==> src/rtl/stack_matrix_driver.sv <==
`default_nettype none
// ============================================================================
// stack_matrix_driver : line frame buffer + row-scanned 8x8 LED matrix driver
//                       with end-of-game flashing.  Rev 1.0
// ============================================================================
module stack_matrix_driver #(
  parameter int ROWS         = 8,
  parameter int COLS         = 8,
  parameter int SCAN_DIV     = 1000,
  parameter int BLANK_CYC    = 16,
  parameter int FLASH_FRAMES = 32
) (
  input  logic                    clk,
  input  logic                    rstBtn,
  input  logic                    wrEn,
  input  logic [$clog2(ROWS)-1:0] lineNum,
  input  logic [COLS-1:0]         lineDisplay,
  input  logic                    EOG,
  input  logic                    clrAll,
  output logic [ROWS-1:0]         rowSel,
  output logic [COLS-1:0]         colData,
  output logic                    frameTick
);

  localparam int LW = $clog2(ROWS);
  localparam int DW = (SCAN_DIV > 1) ? $clog2(SCAN_DIV) : 1;
  localparam int FW = (FLASH_FRAMES > 1) ? $clog2(FLASH_FRAMES) : 1;
  localparam logic [DW-1:0] C_DIV_LAST   = DW'(SCAN_DIV - 1);
  localparam logic [DW-1:0] C_BLANK_END  = DW'(BLANK_CYC);
  localparam logic [LW-1:0] C_ROW_LAST   = LW'(ROWS - 1);
  localparam logic [FW-1:0] C_FLASH_LAST = FW'(FLASH_FRAMES - 1);

  typedef enum logic [1:0] {
    ST_NORMAL    = 2'd0,
    ST_FLASH_ON  = 2'd1,
    ST_FLASH_OFF = 2'd2
  } state_t;

  logic [DW-1:0]   divCnt_q;
  logic [LW-1:0]   rowIdx_q;
  logic [COLS-1:0] lineBuf_q [ROWS];
  state_t          state_q, state_d;
  logic [FW-1:0]   flashCnt_q, flashCnt_d;
  logic            eog_q;
  logic [ROWS-1:0] rowSel_q, rowSel_d;
  logic [COLS-1:0] colData_q, colData_d;
  logic            frameTick_q;

  logic w_slotEnd, w_frameWrap, w_eogRise, w_lineOk;

  assign w_slotEnd   = (divCnt_q == C_DIV_LAST);
  assign w_frameWrap = w_slotEnd && (rowIdx_q == C_ROW_LAST);
  assign w_eogRise   = EOG && !eog_q;

  // Out-of-range line numbers only exist when ROWS is not a power of two.
  if ((1 << LW) == ROWS) begin : g_pow2
    assign w_lineOk = 1'b1;
  end else begin : g_npow2
    assign w_lineOk = (32'(lineNum) < ROWS);
  end

  always_ff @(posedge clk) begin
    if (rstBtn) begin
      divCnt_q <= '0;
      rowIdx_q <= '0;
    end else begin
      divCnt_q <= w_slotEnd ? '0 : divCnt_q + DW'(1);
      if (w_slotEnd) rowIdx_q <= (rowIdx_q == C_ROW_LAST) ? '0 : rowIdx_q + LW'(1);
    end
  end

  always_ff @(posedge clk) begin
    if (rstBtn || clrAll) begin
      for (int r = 0; r < ROWS; r++) lineBuf_q[r] <= '0;
    end else if (wrEn && w_lineOk) begin
      lineBuf_q[lineNum] <= lineDisplay;
    end
  end

  always_ff @(posedge clk) begin
    if (rstBtn) begin
      state_q    <= ST_NORMAL;
      flashCnt_q <= '0;
      eog_q      <= 1'b0;
    end else begin
      state_q    <= state_d;
      flashCnt_q <= flashCnt_d;
      eog_q      <= EOG;
    end
  end

  always_comb begin
    state_d    = state_q;
    flashCnt_d = flashCnt_q;
    if (clrAll) begin
      state_d    = ST_NORMAL;
      flashCnt_d = '0;
    end else begin
      case (state_q)
        ST_NORMAL: begin
          if (w_eogRise) begin
            state_d    = ST_FLASH_ON;
            flashCnt_d = '0;
          end
        end
        ST_FLASH_ON, ST_FLASH_OFF: begin
          if (w_frameWrap) begin
            if (flashCnt_q == C_FLASH_LAST) begin
              flashCnt_d = '0;
              state_d    = (state_q == ST_FLASH_ON) ? ST_FLASH_OFF : ST_FLASH_ON;
            end else begin
              flashCnt_d = flashCnt_q + FW'(1);
            end
          end
        end
        default: begin
          state_d    = ST_NORMAL;
          flashCnt_d = '0;
        end
      endcase
    end
  end

  // Row still scans in the dark flash phase so duty cycle stays constant.
  always_comb begin
    rowSel_d  = '0;
    colData_d = '0;
    if (divCnt_q >= C_BLANK_END) begin
      rowSel_d[rowIdx_q] = 1'b1;
      if (state_q != ST_FLASH_OFF) colData_d = lineBuf_q[rowIdx_q];
    end
  end

  always_ff @(posedge clk) begin
    if (rstBtn) begin
      rowSel_q    <= '0;
      colData_q   <= '0;
      frameTick_q <= 1'b0;
    end else begin
      rowSel_q    <= rowSel_d;
      colData_q   <= colData_d;
      frameTick_q <= w_frameWrap;
    end
  end

  assign rowSel    = rowSel_q;
  assign colData   = colData_q;
  assign frameTick = frameTick_q;

endmodule
`default_nettype wire

==> config.mk <==
export PLATFORM = sky130hd
export DESIGN_NAME = stack_matrix_driver
export DESIGN_NICKNAME = d
export VERILOG_FILES = /design/src/rtl/stack_matrix_driver.sv
export SDC_FILE = /design/constraint.sdc
export NUM_CORES = 1
export LEC_CHECK = 0
export ABC_AREA = 1
export CAP_MARGIN = 20
export CORE_AREA = 5 5 119 121
export DETAILED_ROUTE_END_ITERATION = 8
export DIE_AREA = 0 0 124 126
export PLACE_DENSITY = 0.6
export SYNTH_ARGS = -nofsm -noshare
export SYNTH_HDL_FRONTEND = slang
export SYNTH_SLANG_ARGS = --single-unit
export TNS_END_PERCENT = 1
==> constraint.sdc <==
create_clock -name clk -period 4.7 [get_ports clk]
set_clock_uncertainty 0.05 [all_clocks]
set_input_delay 1.175 -clock clk [delete_from_list [all_inputs] [get_ports clk]]
set_output_delay 1.175 -clock clk [all_outputs]
set_load 0.01 [all_outputs]
# After elaboration in Yosys (flattened, before gate mapping)
# Memories as Yosys holds them, arrays and structs flattened. A register that Yosys moved wholly into a read port is not among the register bits.
# Index checks and enable logic that the tools add are counted.
[op_classes]
n_eq_ne = 9
muxes = 20
n_reduce_logical = 14
bitwise_logic = 2
order_cmp = 3
n_addsub = 3
[op_table]
columns = ["operator", "count"]
rows = [
  ["2-to-1 mux 5 bit", 3],
  ["adder 10 x 1 -> 10 bit (second input constant)", 1],
  ["== test 10 bit (second input constant)", 1],
  [">= comparator 10 x 5 -> 1 bit (second input constant)", 1],
  ["case mux 5 bit (2 select lines)", 1],
  ["2-to-1 mux 2 bit", 4],
  ["2-to-1 mux 8 bit", 1],
  ["inequality test 2 bit (second input constant)", 4],
  ["OR reduction 2 bit", 4],
  ["OR reduction 8 bit", 1],
  ["2-to-1 mux 1 bit", 7],
  ["2-to-1 mux 3 bit", 2],
  ["adder 5 x 1 -> 5 bit (second input constant)", 1],
  ["== test 5 bit (second input constant)", 1],
  ["less-than comparator 3 x 4 -> 1 bit (second input constant)", 1],
  ["case mux 2 bit (2 select lines)", 1],
  ["adder 3 x 1 -> 3 bit (second input constant)", 1],
  ["demux 1 bit (select 3 bit)", 1],
  ["== test 3 bit (second input constant)", 1],
  [">= comparator 3 x 1 -> 1 bit (second input constant)", 1],
  ["logical AND 1 bit", 3],
  ["AND reduction 3 bit", 1],
  ["OR reduction 3 bit", 1],
  ["== test 2 x 1 -> 1 bit (second input constant)", 1],
  ["6 further kinds", 7],
]
[word_totals]
register_bits = 30
elab_cells = 59
ramBits = 64
input_bits = 16
memories = 1
[memory_table]
columns = ["memory", "depth", "width", "rd", "rd_ports_with_merged_regs", "wr", "line", "source"]
rows = [
  ["lineBuf_q", 8, 8, 1, 1, 8, "41", "logic [COLS-1:0] lineBuf_q [ROWS];"],
]

# Longest topological paths before layout
[depth]
ltp_word = 5
ltp_mapped = 9
ltp_nobuf = 9

# Worst setup path after synthesis
# OpenSTA, ideal clock, no wires.
[synth_timing]
kind = "input-to-reg"
from = "in clrAll"
to = "mem lineBuf_q[0][0] (enable)"
n_path_buf = 0
path_stages = 5
setup_slack_ps = 2340
arrival_ps = 1981
setup_ps = 329
required_ps = 4321
cell_sequence = "nor2_2 nand2_1 nor2_1 nand2_1 nand2_1"
[synth_lines]
columns = ["item", "line", "source"]
rows = [
  ["start, declared", "19", "input logic clrAll,"],
  ["end, declared", "41", ""],
]

==> reports/metrics.cfg <==
[yosys]
synth_top_cells_by_area=edfxtp_1 (43%), dfxtp_1 (17%), nand2_1 (9.3%), nor2_1 (8.1%), a21oi_1 (6.1%)
synth_simple_gate_area_share_pct=22.1
synth_enable_flop_cells=64
synth_common_cells=nand2_1 (110), nor2_1 (95), edfxtp_1 (64)
synth_top_cell_by_area=edfxtp_1
postSynthAreaPerCell_um2=9.14
synth-compound-area-share_pct=8.43
synthFlopType=edfxtp_1
yosys.area_share.xor_xnor_pct=0.792
ys_warn_count=0
syn_inst=484
netlist.area_leader.share_pct=43.5
syn-num-nets=510
synth-seq-cells=102
synth_top_family_by_area=simple AND/OR/NAND/NOR gates
synthMuxAreaShare_pct=0
yosysUniqueCellTypes=25
synth.most_common_cell=nand2_1
synth_async_sr_flop_share_pct=0
syn-cell-area_um2=4420
synthAdderAreaFrac_pct=2.83
yosysSeqAreaShare_pct=60.7

[power_and_ir_drop]
pwr_density_cell_nw_per_um2=354
irDropWorstVdd_uv=162
leakage_nw=1.93

[setup_path]
crit_arrival_ns=3.03
endpoint_kind=flip-flop
start_kind=input port
worstPathRequired_ns=4.66
r2r-start=rowIdx_q[1]$_SDFFE_PP0N_
r2r_slack_ns=2.50
cp_max_fo=13
reg2reg_depth=4
cp-startpoint=rstBtn
critical_path_class=in -> reg
r2r-end=colData[6]$_SDFF_PP0_

[floorplanning]
rows=42
initial_core_util_pct=34.1
core_um2=13000
io_pins=33
dieArea_um2=15600
die_h_um=126
fp.dieW_um=124

[clock_tree]
clk_latency_ns=0.35
cts_resized=0
cts_hold_buf=0
cts_tree=yes
numCtsBuffers=9
clk_pin_slew_ns=0.06
h-tree-depth=3
cts_buffer_depth=2
post_cts_buffers=0
cts_sinks=102
cts_root_buf=clkbuf_16

[timing]
finalMaxSlewViolations=0
final-setup-viol-count=0
setup_ws_ns=1.64
fin_crit_ns=3.06
hold_viol=0
rsz0062_at_grt=false
tightestPinTransition_ns=0.840
fmax_mhz=326
fin_crit_sh_pct=65.2
finalSetupTns_ns=0
relSlewSlack_pct=43.9

[route]
vias_per_cell=4.71
vias=3274
drc=0
drt_iter0_drc=354
drtAntennaViolNets=0
wirelength_mm=9.94
drtPass1Iterations=4
wl_per_cell_um=14.3

[grt]
antenna_found_initial=0
grt_usage_pct=13.6
grt_pass1_wl_mm=16.1
grt.overflow.total=0
grt_max_degree=40
grt_pass1_vias=3133

[final_layout]
fin_nets=540
diodes=0
drive_gt1_share_pct=4.43
synthToLayoutAreaGrowth_pct=17.3
fin_area_um2=5180

[worst_hold_path]
hold_depth=1
hold_start=divCnt_q[0]$_SDFF_PP0_
min_path_type=reg -> reg
holdPathEnd=divCnt_q[0]$_SDFF_PP0_

[place]
pre_cts_ws_ns=1.31
post_dp_cell_area_um2=4890
io_buffers=32
place_hpwl_mm=7.02
place.gp.congestion=0.782

[run]
drv_cap=0

[status]
status=finished, final reports clean

-- per-layer routing --
layer | wire (µm) | GRT usage (%) | vias up | share of wire [%]
met3 | 597 | 2.65 | 28 | 6.0
li1 | - | - | 1658 | -
met1 | 4370 | 17.7 | 1475 | 44
met5 | 0 | 0 | - | 0
met4 | 407 | 7.54 | 0 | 4.1
met2 | 4570 | 21.0 | 113 | 46
-- worst max path at each step --
stage                                    endpoint  slack [ns]  cells past startpoint
finish              lineBuf_q[5][3]$_SDFFCE_PN0P_        1.64                      7
global route        lineBuf_q[5][1]$_SDFFCE_PN0P_        1.50                      7
CTS                 lineBuf_q[5][3]$_SDFFCE_PN0P_        1.67                      7
detailed placement  lineBuf_q[5][3]$_SDFFCE_PN0P_        1.31                      7
global placement    lineBuf_q[5][6]$_SDFFCE_PN0P_        1.36                      7
floorplan           lineBuf_q[0][0]$_SDFFCE_PN0P_        2.34                      5
-- worst max-delay path, cell delays in order --
cell and delay, ns:
clkdlybuf4s50_1 0.49, nor2_2 0.11, buf_4 0.22, nand2_1 0.10, nor2_1 0.30, nand2_1 0.27
nand2_1 0.34
-- power by group --
group | switching, mW | internal (mW) | total (mW)
Sequential | 0.0141 | 0.985 | 0.999
Clock | 0.327 | 0.417 | 0.744
Combinational | 0.0631 | 0.0318 | 0.0948
-- cell usage in the layout (no fill, tap or decap), drive strengths merged, types with 4 or more instances in the layout --
master,instances
edfxtp,64
nor4,5
ha,10
nand2,112
dfxtp,38
nor3,5
nor2,99
nand4,4
inv,39
clkdlybuf4s50,32
o21ai,19
a21oi,54
clkbuf,10
nand3,15
-- kinds of logic after synthesis --
family	after synthesis
buffers and inverters	52
adder cells (fa/ha/maj)	10
flip-flops	102
AND/OR/NAND/NOR	242
XOR/XNOR	4
AO/OA/AOI/OAI	74
-- registers in the layout, indices dropped and copies added (netlist names) --
| name | count |
|---|---|
| lineBuf_q | 64 |
| eog_q | 1 |
| colData | 8 |
| divCnt_q | 10 |
| state_q | 2 |
| frameTick | 1 |
| rowSel | 8 |
| rowIdx_q | 3 |
| flashCnt_q | 5 |
-- metrics by stage --
step | utilization [%] | std cells | power [mW] | hold slack (ns)
floorplan | - | 484 | 1.07 | 0.380
global placement | 37.7 | 679 | 1.11 | 0.396
detailed placement | 37.7 | 679 | 1.11 | 0.407
CTS | 39.9 | 695 | 1.85 | 0.423
global route | 39.9 | 695 | 1.90 | 0.458
finish | 39.9 | 695 | 1.84 | 0.413
-- area by class of cell --
class	instances	area [µm²]
clock inverters	6	67.6
fillers	1262	7790
multi-input cells	330	1510
flip-flops and latches	102	2680
repair buffers	34	335
inverters	37	139
clock buffers	10	229
well taps	176	220
(Power assumes the default switching activity.)
